`src/rtl/sb_pkg.sv`:
```
// -----------------------------------------------------------------------------
// sb_pkg
// Shared constants for the register scoreboard: register-file geometry,
// counter width, named producer latencies and a popcount helper.
// No ports.
// -----------------------------------------------------------------------------
package sb_pkg;

    localparam int NREG    = 32;
    localparam int REG_W   = 5;
    localparam int LAT_W   = 3;
    localparam int MAX_LAT = 7;

    // Cycles until a producer's result reaches the EX/MEM forwarding point.
    localparam logic [LAT_W-1:0] LAT_ALU  = 3'd0;
    localparam logic [LAT_W-1:0] LAT_LOAD = 3'd1;
    localparam logic [LAT_W-1:0] LAT_MUL  = 3'd3;
    localparam logic [LAT_W-1:0] LAT_DIV  = 3'd7;

    // Number of set bits in a register-file-wide vector.
    function automatic logic [5:0] popcount32(input logic [NREG-1:0] vec);
        logic [5:0] cnt;
        cnt = 6'd0;
        for (int i = 0; i < NREG; i++) begin
            cnt = cnt + {5'd0, vec[i]};
        end
        return cnt;
    endfunction

endpackage

```
`src/rtl/reg_scoreboard_if.sv`:
```
// -----------------------------------------------------------------------------
// reg_scoreboard_if
// Issue-side bundle between the ID stage (master) and the scoreboard (slave).
//   issue_*      : decoded instruction currently in ID
//   flush_i      : ID instruction squashed this cycle
//   stall_o      : hold PC / IF/ID, bubble into ID/EX
//   issue_accept_o, busy_o, inflight_o : scoreboard status
// -----------------------------------------------------------------------------
interface reg_scoreboard_if;
    import sb_pkg::*;

    logic              issue_valid_i;
    logic [REG_W-1:0]  issue_rs_i;
    logic [REG_W-1:0]  issue_rt_i;
    logic              issue_use_rt_i;
    logic [REG_W-1:0]  issue_rd_i;
    logic              issue_regwrite_i;
    logic [LAT_W-1:0]  issue_lat_i;
    logic              flush_i;
    logic              stall_o;
    logic              issue_accept_o;
    logic [NREG-1:0]   busy_o;
    logic [5:0]        inflight_o;

    modport master (
        output issue_valid_i, issue_rs_i, issue_rt_i, issue_use_rt_i,
               issue_rd_i, issue_regwrite_i, issue_lat_i, flush_i,
        input  stall_o, issue_accept_o, busy_o, inflight_o
    );

    modport slave (
        input  issue_valid_i, issue_rs_i, issue_rt_i, issue_use_rt_i,
               issue_rd_i, issue_regwrite_i, issue_lat_i, flush_i,
        output stall_o, issue_accept_o, busy_o, inflight_o
    );

endinterface

```
`src/rtl/sb_entry.sv`:
```
// -----------------------------------------------------------------------------
// sb_entry
// Pending-result down-counter for one architectural register.
//   clk_i, rst_i   : clock, synchronous active-high reset
//   load_i         : start a new count this edge
//   load_val_i     : cycles until the result is forwardable
//   busy_o         : current count is non-zero
//   busy_next_o    : count will be non-zero after this edge
// -----------------------------------------------------------------------------
module sb_entry
    import sb_pkg::*;
(
    input  logic             clk_i,
    input  logic             rst_i,
    input  logic             load_i,
    input  logic [LAT_W-1:0] load_val_i,
    output logic             busy_o,
    output logic             busy_next_o
);

    logic [LAT_W-1:0] cnt_d;
    logic [LAT_W-1:0] cnt_q;

    // Next count: a load only ever targets an idle counter, so it simply wins.
    always_comb begin
        cnt_d = cnt_q;
        if (load_i) begin
            cnt_d = load_val_i;
        end else if (cnt_q != {LAT_W{1'b0}}) begin
            cnt_d = cnt_q - LAT_W'(1);
        end else begin
            cnt_d = cnt_q;
        end
    end

    // Counter register.
    always_ff @(posedge clk_i) begin
        if (rst_i) begin
            cnt_q <= {LAT_W{1'b0}};
        end else begin
            cnt_q <= cnt_d;
        end
    end

    assign busy_o      = (cnt_q != {LAT_W{1'b0}});
    assign busy_next_o = (cnt_d != {LAT_W{1'b0}});

endmodule

```
`src/rtl/reg_scoreboard.sv`:
```
// -----------------------------------------------------------------------------
// reg_scoreboard
// Producer-side hazard tracker beside ID/EX. Each register r=1..31 has a
// down-counter holding the cycles left before its pending result becomes
// forwardable; ID is held while a source or the destination is still pending.
//   clk_i, rst_i : clock, synchronous active-high reset
//   sb           : issue bundle (slave side), see reg_scoreboard_if
// -----------------------------------------------------------------------------
module reg_scoreboard
    import sb_pkg::*;
#(
    parameter int MAX_LAT = 7
)
(
    input  logic             clk_i,
    input  logic             rst_i,
    reg_scoreboard_if.slave  sb
);

    logic [NREG-1:0]  busy_s;
    logic [NREG-1:0]  busy_next_s;
    logic [NREG-1:0]  load_s;
    logic [LAT_W-1:0] lat_eff_s;
    logic             stall_s;
    logic             accept_s;
    logic             alloc_s;
    logic [5:0]       inflight_d;
    logic [5:0]       inflight_q;

    // r0 is hard-wired, so it never owns a counter and never reads as busy.
    assign busy_s[0]      = 1'b0;
    assign busy_next_s[0] = 1'b0;

    for (genvar r = 1; r < NREG; r++) begin : g_entry
        sb_entry u_entry (
            .clk_i       (clk_i),
            .rst_i       (rst_i),
            .load_i      (load_s[r]),
            .load_val_i  (lat_eff_s),
            .busy_o      (busy_s[r]),
            .busy_next_o (busy_next_s[r])
        );
    end

    // Hazard check against registered busy bits only: RAW on rs/rt, WAW on rd.
    always_comb begin
        stall_s = 1'b0;
        if (sb.issue_valid_i && !sb.flush_i) begin
            stall_s = busy_s[sb.issue_rs_i]
                    | (sb.issue_use_rt_i & busy_s[sb.issue_rt_i])
                    | (sb.issue_regwrite_i & (sb.issue_rd_i != 5'd0) & busy_s[sb.issue_rd_i]);
        end else begin
            stall_s = 1'b0;
        end
    end

    assign accept_s = sb.issue_valid_i & ~stall_s & ~sb.flush_i;
    // Zero-latency results are covered by forwarding and need no tracking.
    assign alloc_s  = accept_s & sb.issue_regwrite_i & (sb.issue_rd_i != 5'd0)
                    & (sb.issue_lat_i != {LAT_W{1'b0}});

    // Clamp the requested latency to the configured ceiling.
    always_comb begin
        lat_eff_s = sb.issue_lat_i;
        if (int'(sb.issue_lat_i) > MAX_LAT) begin
            lat_eff_s = LAT_W'(MAX_LAT);
        end else begin
            lat_eff_s = sb.issue_lat_i;
        end
    end

    // One-hot load strobe toward the destination's counter.
    always_comb begin
        load_s = {NREG{1'b0}};
        if (alloc_s) begin
            load_s[sb.issue_rd_i] = 1'b1;
        end else begin
            load_s = {NREG{1'b0}};
        end
        load_s[0] = 1'b0;
    end

    assign inflight_d = popcount32(busy_next_s);

    // In-flight count register, aligned with the busy bits it summarises.
    always_ff @(posedge clk_i) begin
        if (rst_i) begin
            inflight_q <= 6'd0;
        end else begin
            inflight_q <= inflight_d;
        end
    end

    assign sb.stall_o        = stall_s;
    assign sb.issue_accept_o = accept_s;
    assign sb.busy_o         = busy_s;
    assign sb.inflight_o     = inflight_q;

endmodule
```
`src/flat_wrapper.sv`:
```
// flat-port wrapper written by rule: the top's interface ports become plain ports
module reg_scoreboard_flat import sb_pkg::*;
#(
    parameter int MAX_LAT = 7
)
  (clk_i, rst_i, sb_issue_valid_i, sb_issue_rs_i, sb_issue_rt_i, sb_issue_use_rt_i, sb_issue_rd_i, sb_issue_regwrite_i, sb_issue_lat_i, sb_flush_i, sb_stall_o, sb_issue_accept_o, sb_busy_o, sb_inflight_o);
  reg_scoreboard_if sb_i ();
  input  logic clk_i;
  input  logic rst_i;
  input wire logic [$bits(sb_i.issue_valid_i)-1:0] sb_issue_valid_i;
  input wire logic [$bits(sb_i.issue_rs_i)-1:0] sb_issue_rs_i;
  input wire logic [$bits(sb_i.issue_rt_i)-1:0] sb_issue_rt_i;
  input wire logic [$bits(sb_i.issue_use_rt_i)-1:0] sb_issue_use_rt_i;
  input wire logic [$bits(sb_i.issue_rd_i)-1:0] sb_issue_rd_i;
  input wire logic [$bits(sb_i.issue_regwrite_i)-1:0] sb_issue_regwrite_i;
  input wire logic [$bits(sb_i.issue_lat_i)-1:0] sb_issue_lat_i;
  input wire logic [$bits(sb_i.flush_i)-1:0] sb_flush_i;
  output wire logic [$bits(sb_i.stall_o)-1:0] sb_stall_o;
  output wire logic [$bits(sb_i.issue_accept_o)-1:0] sb_issue_accept_o;
  output wire logic [$bits(sb_i.busy_o)-1:0] sb_busy_o;
  output wire logic [$bits(sb_i.inflight_o)-1:0] sb_inflight_o;
  assign sb_i.issue_valid_i = sb_issue_valid_i;
  assign sb_i.issue_rs_i = sb_issue_rs_i;
  assign sb_i.issue_rt_i = sb_issue_rt_i;
  assign sb_i.issue_use_rt_i = sb_issue_use_rt_i;
  assign sb_i.issue_rd_i = sb_issue_rd_i;
  assign sb_i.issue_regwrite_i = sb_issue_regwrite_i;
  assign sb_i.issue_lat_i = sb_issue_lat_i;
  assign sb_i.flush_i = sb_flush_i;
  assign sb_stall_o = sb_i.stall_o;
  assign sb_issue_accept_o = sb_i.issue_accept_o;
  assign sb_busy_o = sb_i.busy_o;
  assign sb_inflight_o = sb_i.inflight_o;
  reg_scoreboard #(.MAX_LAT(MAX_LAT)) u_core (.clk_i(clk_i), .rst_i(rst_i), .sb(sb_i));
endmodule
```
`config.mk`:
```
export PLATFORM = sky130hd
export DESIGN_NAME = reg_scoreboard_flat
export DESIGN_NICKNAME = d
export VERILOG_FILES = /design/src/rtl/sb_pkg.sv /design/src/rtl/reg_scoreboard_if.sv /design/src/rtl/sb_entry.sv /design/src/rtl/reg_scoreboard.sv /design/src/flat_wrapper.sv
export SDC_FILE = /design/constraint.sdc
export NUM_CORES = 1
export LEC_CHECK = 0
export ABC_AREA = 1
export CAP_MARGIN = 20
export CORE_MARGIN = 2
export CORE_UTILIZATION = 55
export CTS_CLUSTER_SIZE = 40
export DETAILED_ROUTE_END_ITERATION = 7
export HOLD_SLACK_MARGIN = 0.08
export PLACE_DENSITY = 0.82
export RECOVER_POWER = 50
export SLEW_MARGIN = 20
export SYNTH_ARGS = -nofsm -noshare
export SYNTH_HDL_FRONTEND = slang
export SYNTH_SLANG_ARGS = --single-unit
```
`constraint.sdc`:
```
create_clock -name clk_i -period 7.3 [get_ports clk_i]
set_input_delay 1.095 -clock clk_i [delete_from_list [all_inputs] [get_ports clk_i]]
set_output_delay 1.095 -clock clk_i [all_outputs]
set_load 0.005 [all_outputs]
```
==> impl_metrics.py, run 1 <==
metrics = {
    "global_route": {
        "gr-total-overflow": 0,
        "grt_pass1_wl_um": 42100,
        "antenna_found_initial": 0,
        "grt_pass1_vias": 8597,
        "grt_usage": 0.330,
        "grt_max_degree": 89,
    },
    "cells_and_area": {
        "final_common_cell": "nand2_1",
        "final_nets": 1578,
        "syn_to_final_growth_pct": 32.4,
        "fillers": 1112,
        "final_cell_mix": "nand2_1, nor2_1, buf_4",
        "diodes": 0,
        "drive_above_1_share": 0.233,
        "stdcell_count": 1653,
    },
    "placement": {
        "gp_congestion": 1.02,
        "numPortBuffers": 62,
        "dpl.hpwl_um": 18500,
        "dp_slack_ns": -0.987,
        "dp_cells": 1576,
    },
    "floorplan": {
        "coreArea_sq_um": 15100,
        "start_util": 0.561,
        "die_h_um": 128,
        "io_pins": 64,
        "row_count": 45,
        "die_w_um": 128,
        "die_area_sq_um": 16500,
    },
    "cts": {
        "cts_tree": "yes",
        "clkLatencyLatePin_ns": 0.37,
        "holdBufCountCts": 0,
        "ctsRootBufferMaster": "clkbuf_16",
        "h-tree-depth": 3,
        "cts_buffers": 9,
        "clk_pin_slew_ns": 0.07,
        "clk_path_buf_depth": 2,
        "cts.sink_count": 99,
    },
    "timing": {
        "worst_slack_ns": 0.00310,
        "max_freq_mhz": 137,
        "setup_viol": 0,
        "drv_slew": 0,
        "slew_headroom": 0.354,
        "timing.final.crit_share": 1.00,
        "hold-worst-slack_ns": 0.632,
        "final.min_clock_period_ns": 7.30,
        "hold_violations": 0,
        "fin_tns_setup_ns": 0,
        "worst_pin_slew_ns": 0.970,
        "fin_worst_skew_ns": 0.00768,
    },
    "routing": {
        "routed_wl_um": 27700,
        "drtIter0Drc": 820,
        "drc": 0,
        "avgViaCountPerCell": 5.57,
        "avgRoutedWirePerCell_um": 16.8,
        "vias": 9215,
        "drtPass1Iterations": 6,
        "ant_nets": 0,
    },
    "synth": {
        "syn_nets": 1383,
        "yosysUniqueCellTypes": 28,
        "yosysWarnings": 0,
        "synthCells": 1265,
        "ys_ff_latch": 99,
        "avgSynthCellArea_sq_um": 6.72,
        "synth_area_sq_um": 8500,
        "synth-seq-area-share": 0.233,
    },
    "worst_setup_path": {
        "criticalPathCategory": "in2out",
        "max_stage_delay_ns": 0.54,
        "path_common_cell": "buf_4",
        "rr_worst_depth": 36,
        "regToRegSetupSlack_ns": 0.25,
        "rr_endpoint": "u_core.sb.inflight_o[4]$_SDFF_PP0_",
        "critPathCaptureType": "primary output",
        "start_kind": "input pin",
        "cpMaxStageDelayCell": "clkdlybuf4s50_1",
        "cp-startpoint": "sb_issue_rs_i[3]",
        "worstPathMaxFanout": 3,
        "worstPathRequired_ns": 6.20,
        "crit_path_end": "sb_issue_accept_o",
        "arrival_ns": 6.20,
        "rr_startpoint": "u_core.g_entry[1].u_entry.cnt_q[0]$_SDFF_PP0_",
    },
    "run_status": {
        "status": "complete, no violations",
    },
    "flow_run": {
        "maxCapViolCount": 0,
    },
    "worst_hold_path": {
        "hold_path.class": "reg2reg",
    },
}
-- worst max-delay path, delay by kind of cell --
family                 cells  cell delay [ns]
buffers and inverters     33             4.59
and+or+nand+nor            5             0.51
-- worst min-delay path by stage --
stage | cells after the start | endpoint | slack (ns) | start
after detailed placement | 3 | u_core.g_entry[30].u_entry.cnt_q[2]$_SDFF_PP0_ | 0.61 | u_core.g_entry[30].u_entry.cnt_q[2]$_SDFF_PP0_
after floorplan | 3 | u_core.g_entry[11].u_entry.cnt_q[2]$_SDFF_PP0_ | 0.56 | u_core.g_entry[11].u_entry.cnt_q[2]$_SDFF_PP0_
after CTS | 3 | u_core.g_entry[30].u_entry.cnt_q[2]$_SDFF_PP0_ | 0.63 | u_core.g_entry[30].u_entry.cnt_q[2]$_SDFF_PP0_
final | 3 | u_core.g_entry[18].u_entry.cnt_q[2]$_SDFF_PP0_ | 0.63 | u_core.g_entry[18].u_entry.cnt_q[2]$_SDFF_PP0_
after global routing | 3 | u_core.g_entry[30].u_entry.cnt_q[2]$_SDFF_PP0_ | 0.68 | u_core.g_entry[30].u_entry.cnt_q[2]$_SDFF_PP0_
after global placement | 3 | u_core.g_entry[30].u_entry.cnt_q[2]$_SDFF_PP0_ | 0.59 | u_core.g_entry[30].u_entry.cnt_q[2]$_SDFF_PP0_
-- layer usage --
metal	global-route usage	up-vias	routed length (um)
li1	-	4368	-
met1	0.389	4172	10400
met2	0.551	508	12800
met3	0.0572	167	2390
met4	0.219	0	2090
met5	0	-	0
-- layout make-up --
type,instances,area [sq um],area share
clock buffers,9,225,0.0200
clock inverters,7,98.8,0.00879
inverters,157,611,0.0543
multi-input cells,933,5820,0.518
flip-flops and latches,99,1980,0.176
well taps,188,235,0.0209
repair buffers,259,2260,0.201
repair inverters,1,7.51,0.000668
-- repair_timing --
item / 4_1_cts / 5_1_grt
cloned: 1 / 0
resized for setup: 40 / 148
setup buffers: 37 / 26
setup endpoints to repair: 5 / 6
pin swaps: 12 / 69
-- sequential cells by signal, summed over array words and instances, names as in the netlist --
register	cells
u_core.g_entry.u_entry.cnt_q	93
u_core.sb.inflight_o	6
-- through the flow --
step | area (sq um) | util
3_5_place_dp | 9950 | 0.657
4_1_cts | 10700 | 0.704
5_1_grt | 11200 | 0.743
2_1_floorplan | 8500 | -
3_3_place_gp | 9950 | 0.657
6_report | 11200 | 0.743
-- logic make-up after synthesis --
kind of cell | share of synthesized area
buffers and inverters | 0.127
other | 0.000441
AO/OA/AOI/OAI | 0.0713
flip-flops | 0.233
XOR/XNOR | 0.0412
AND/OR/NAND/NOR | 0.368
adder cells (fa/ha/maj) | 0.159
-- synth_stat cells, drive strengths merged --
library cell	n	area, sq um
nand2	277	1040
nor2	222	843
inv	156	586
nand3	136	691
dfxtp	99	1980
o21ai	90	450
ha	71	888
buf	57	414
xor2	40	350
nand4	32	485
a21oi	26	130
fa	23	460
clkbuf	19	71.3
and2	9	56.3
a31oi	4	25.0
nor3	2	10.0
clkinv	1	3.75
conb	1	3.75
Power of run 1 is left out: the tool's default activity adds up to more than one toggle a clock period on the data nets, which glitch-free logic cannot reach.
==> run 2, diff against run 1 <==
--- a/config.mk
+++ b/config.mk
@@ -5,14 +5,13 @@
 export SDC_FILE = /design/constraint.sdc
 export NUM_CORES = 1
 export LEC_CHECK = 0
-export ABC_AREA = 1
 export CAP_MARGIN = 20
 export CORE_MARGIN = 2
-export CORE_UTILIZATION = 55
+export CORE_UTILIZATION = 64
 export CTS_CLUSTER_SIZE = 40
 export DETAILED_ROUTE_END_ITERATION = 7
 export HOLD_SLACK_MARGIN = 0.08
-export PLACE_DENSITY = 0.82
+export PLACE_DENSITY = 0.89
 export RECOVER_POWER = 50
 export SLEW_MARGIN = 20
 export SYNTH_ARGS = -nofsm -noshare
==> constraint.sdc (replaced) <==
create_clock -name clk_i -period 8.7 [get_ports clk_i]
set_input_delay 1.305 -clock clk_i [delete_from_list [all_inputs] [get_ports clk_i]]
set_output_delay 1.305 -clock clk_i [all_outputs]
set_load 0.005 [all_outputs]
==> impl_metrics.py, run 2 <==
metrics = {
    "synth": {
        "synthCells": 1090,
        "avgSynthCellArea_sq_um": 8.09,
        "syn_nets": 1208,
        "synth-seq-area-share": 0.225,
        "synth_xor_area_frac": 0.0338,
        "synth_top_area_share": 0.225,
        "muxShareOfSynthArea": 0.148,
        "synth-adder-area-share": 0.153,
        "yosysUniqueCellTypes": 52,
        "ys_ff_latch": 99,
        "yosysMostFrequentCell": "nor2_1",
        "yosys-top-cells-count": "nor2_1, inv_1, dfxtp_1, mux2i_1, ha_1",
        "ys_async_sr_fraction": 0,
        "synthSimpleGateAreaFrac": 0.205,
        "yosysWarnings": 0,
        "synth_edf_count": 0,
        "yosys.area.top_type": "dfxtp_1",
        "synth_top_family_by_area": "simple AND/OR/NAND/NOR gates",
        "synth_area_sq_um": 8820,
        "synth-compound-area-share": 0.129,
        "synthFlopType": "dfxtp_1",
        "synthTopCellsByArea": "dfxtp_1, ha_1, mux2i_1, nor2_1, fa_1",
    },
    "timing": {
        "worst_pin_slew_ns": 1.08,
        "timing.final.crit_share": 0.962,
        "fin_worst_skew_ns": 0.00861,
        "drv_slew": 0,
        "final.min_clock_period_ns": 8.37,
        "hold-worst-slack_ns": 0.599,
        "rsz0062_at_grt": "no",
        "hold_violations": 0,
        "slew_headroom": 0.277,
        "max_freq_mhz": 120,
        "setup_viol": 0,
    },
    "cts": {
        "cts.sink_count": 99,
        "clk_path_buf_depth": 2,
        "holdBufCountCts": 0,
        "clkLatencyLatePin_ns": 0.37,
        "h-tree-depth": 3,
        "cts_buffers": 9,
        "clk_pin_slew_ns": 0.07,
        "ctsRootBufferMaster": "clkbuf_16",
        "cts_tree": "yes",
    },
    "floorplan": {
        "start_util": 0.661,
        "coreArea_sq_um": 13300,
        "die_area_sq_um": 14700,
        "die_w_um": 121,
        "die_h_um": 121,
        "row_count": 42,
        "io_pins": 64,
    },
    "routing": {
        "routed_wl_um": 24900,
        "drtPass1Iterations": 5,
        "vias": 8230,
        "avgViaCountPerCell": 6.32,
        "drtIter0Drc": 1045,
        "drc": 0,
        "avgRoutedWirePerCell_um": 19.1,
        "ant_nets": 0,
    },
    "cells_and_area": {
        "fin_area_sq_um": 9920,
        "fillers": 991,
        "final_common_cell": "nor2_1",
        "final_cell_mix": "nor2_1, inv_1, dfxtp_1",
        "final_nets": 1239,
        "final_util": 0.743,
        "diodes": 0,
        "largest_reg_flops": 93,
        "multi_input_area_sq_um": 5940,
        "stdcell_count": 1302,
        "seqCellArea_sq_um": 1980,
        "drive_above_1_share": 0.102,
        "syn_to_final_growth_pct": 12.4,
        "regMostFlops": "u_core.g_entry.u_entry.cnt_q",
    },
    "worst_setup_path": {
        "worstPathMaxFanout": 8,
        "rr_worst_depth": 26,
        "cpMaxStageDelayCell": "clkdlybuf4s50_1",
        "start_kind": "input pin",
        "arrival_ns": 8.58,
        "worstPathRequired_ns": 8.91,
        "critPathCaptureType": "register",
        "criticalPathCategory": "in2reg",
        "max_stage_delay_ns": 0.79,
        "worst-path-stages": 25,
        "path_common_cell": "fa_1",
        "rr_startpoint": "u_core.g_entry[17].u_entry.cnt_q[0]$_SDFF_PP0_",
        "path_delay_family": "adder cells",
        "regToRegSetupSlack_ns": 0.71,
        "crit_buf_inv": 5,
        "rr_endpoint": "u_core.sb.inflight_o[4]$_SDFF_PP0_",
    },
    "global_route": {
        "grt_pass1_wl_um": 39700,
        "antenna_found_initial": 0,
        "gr-total-overflow": 0,
        "grt_pass1_vias": 7845,
        "grt_usage": 0.348,
        "grt_max_degree": 100,
    },
    "run_status": {
        "status": "complete, no violations",
    },
    "worst_hold_path": {
        "min_delay_path_depth": 2,
        "hold_path.class": "reg2reg",
        "min_from": "u_core.g_entry[23].u_entry.cnt_q[1]$_SDFF_PP0_",
        "hold_end": "u_core.g_entry[23].u_entry.cnt_q[1]$_SDFF_PP0_",
    },
    "placement": {
        "dpl.hpwl_um": 18300,
        "placed_cell_area_sq_um": 9620,
        "dp_cells": 1285,
        "numPortBuffers": 62,
        "gp_congestion": 1.01,
    },
    "flow_run": {
        "maxCapViolCount": 0,
    },
}
## run 2: cell types whose count changed in the layout (fill, tap and decap cells not counted), sizes merged, moves of 39 or more
| cell | delta |
|---|---|
| nand2 | -227 |
| mux2i | +84 |
| nand3 | -112 |
| buf | -135 |
| nand2b | +46 |
| nor2 | -75 |
| o21ai | -82 |
| a21oi | +39 |
| inv | -57 |
## run 2: worst max path at each step
stage	from	end	slack, ns
after floorplan	sb_issue_rd_i[2]	u_core.sb.inflight_o[4]$_SDFF_PP0_	0.04
after global placement	sb_issue_rd_i[2]	u_core.sb.inflight_o[4]$_SDFF_PP0_	-0.16
after detailed placement	sb_issue_rd_i[2]	u_core.sb.inflight_o[4]$_SDFF_PP0_	-0.25
after CTS	sb_issue_rd_i[2]	u_core.sb.inflight_o[4]$_SDFF_PP0_	0.12
after global routing	sb_issue_rd_i[3]	u_core.sb.inflight_o[4]$_SDFF_PP0_	0.01
final	sb_issue_rs_i[1]	u_core.sb.inflight_o[4]$_SDFF_PP0_	0.33
## run 2: per-stage QoR
step / setup WS, ns / setup TNS [ns]
after floorplan: 0.0417 / 0
after global placement: -0.157 / -0.157
after detailed placement: -0.250 / -0.376
after CTS: 0.118 / 0
after global routing: 0.0129 / 0
final: 0.332 / 0
## run 2: layout make-up
type	count	share of cell area
clock inverter	3	0.00151
multi-input combinational	781	0.599
tap	176	0.0222
clock buffer	13	0.0242
timing repair buffer	129	0.115
sequential	99	0.200
inverter	101	0.0382
## run 2: timing repair
action                     in CTS  in global routing
resized for setup               0                 11
setup buffers                   0                  1
setup endpoints to repair       0                  3
## run 2: worst reg2reg max path: cells and delay by family, from the launching register on
kind,cells,cell delay (ns)
buffers and inverters,4,0.43
and+or+nand+nor,4,0.50
adders and majority gates,10,4.29
AOI/OAI and AO/OA,5,1.32
DFF,1,0.30
xor gates and xnor gates,1,0.16
muxes,2,0.83
## run 2: logic make-up (layout without fill, tap and decap cells)
family,count (synthesis),in the layout
adders and majority gates,94,94
xor gates and xnor gates,34,34
DFF,99,99
AOI/OAI and AO/OA,167,167
buffers and inverters,210,246
muxes,109,109
and+or+nand+nor,376,376
other,1,1
## run 2: layer usage
metal	wire [um]	up-vias	global-route usage
met2	11400	460	0.555
met4	1060	0	0.164
met1	9990	3896	0.447
li1	-	3761	-
met5	0	-	0
met3	2500	113	0.0799
Power of run 2 is left out for the same reason.
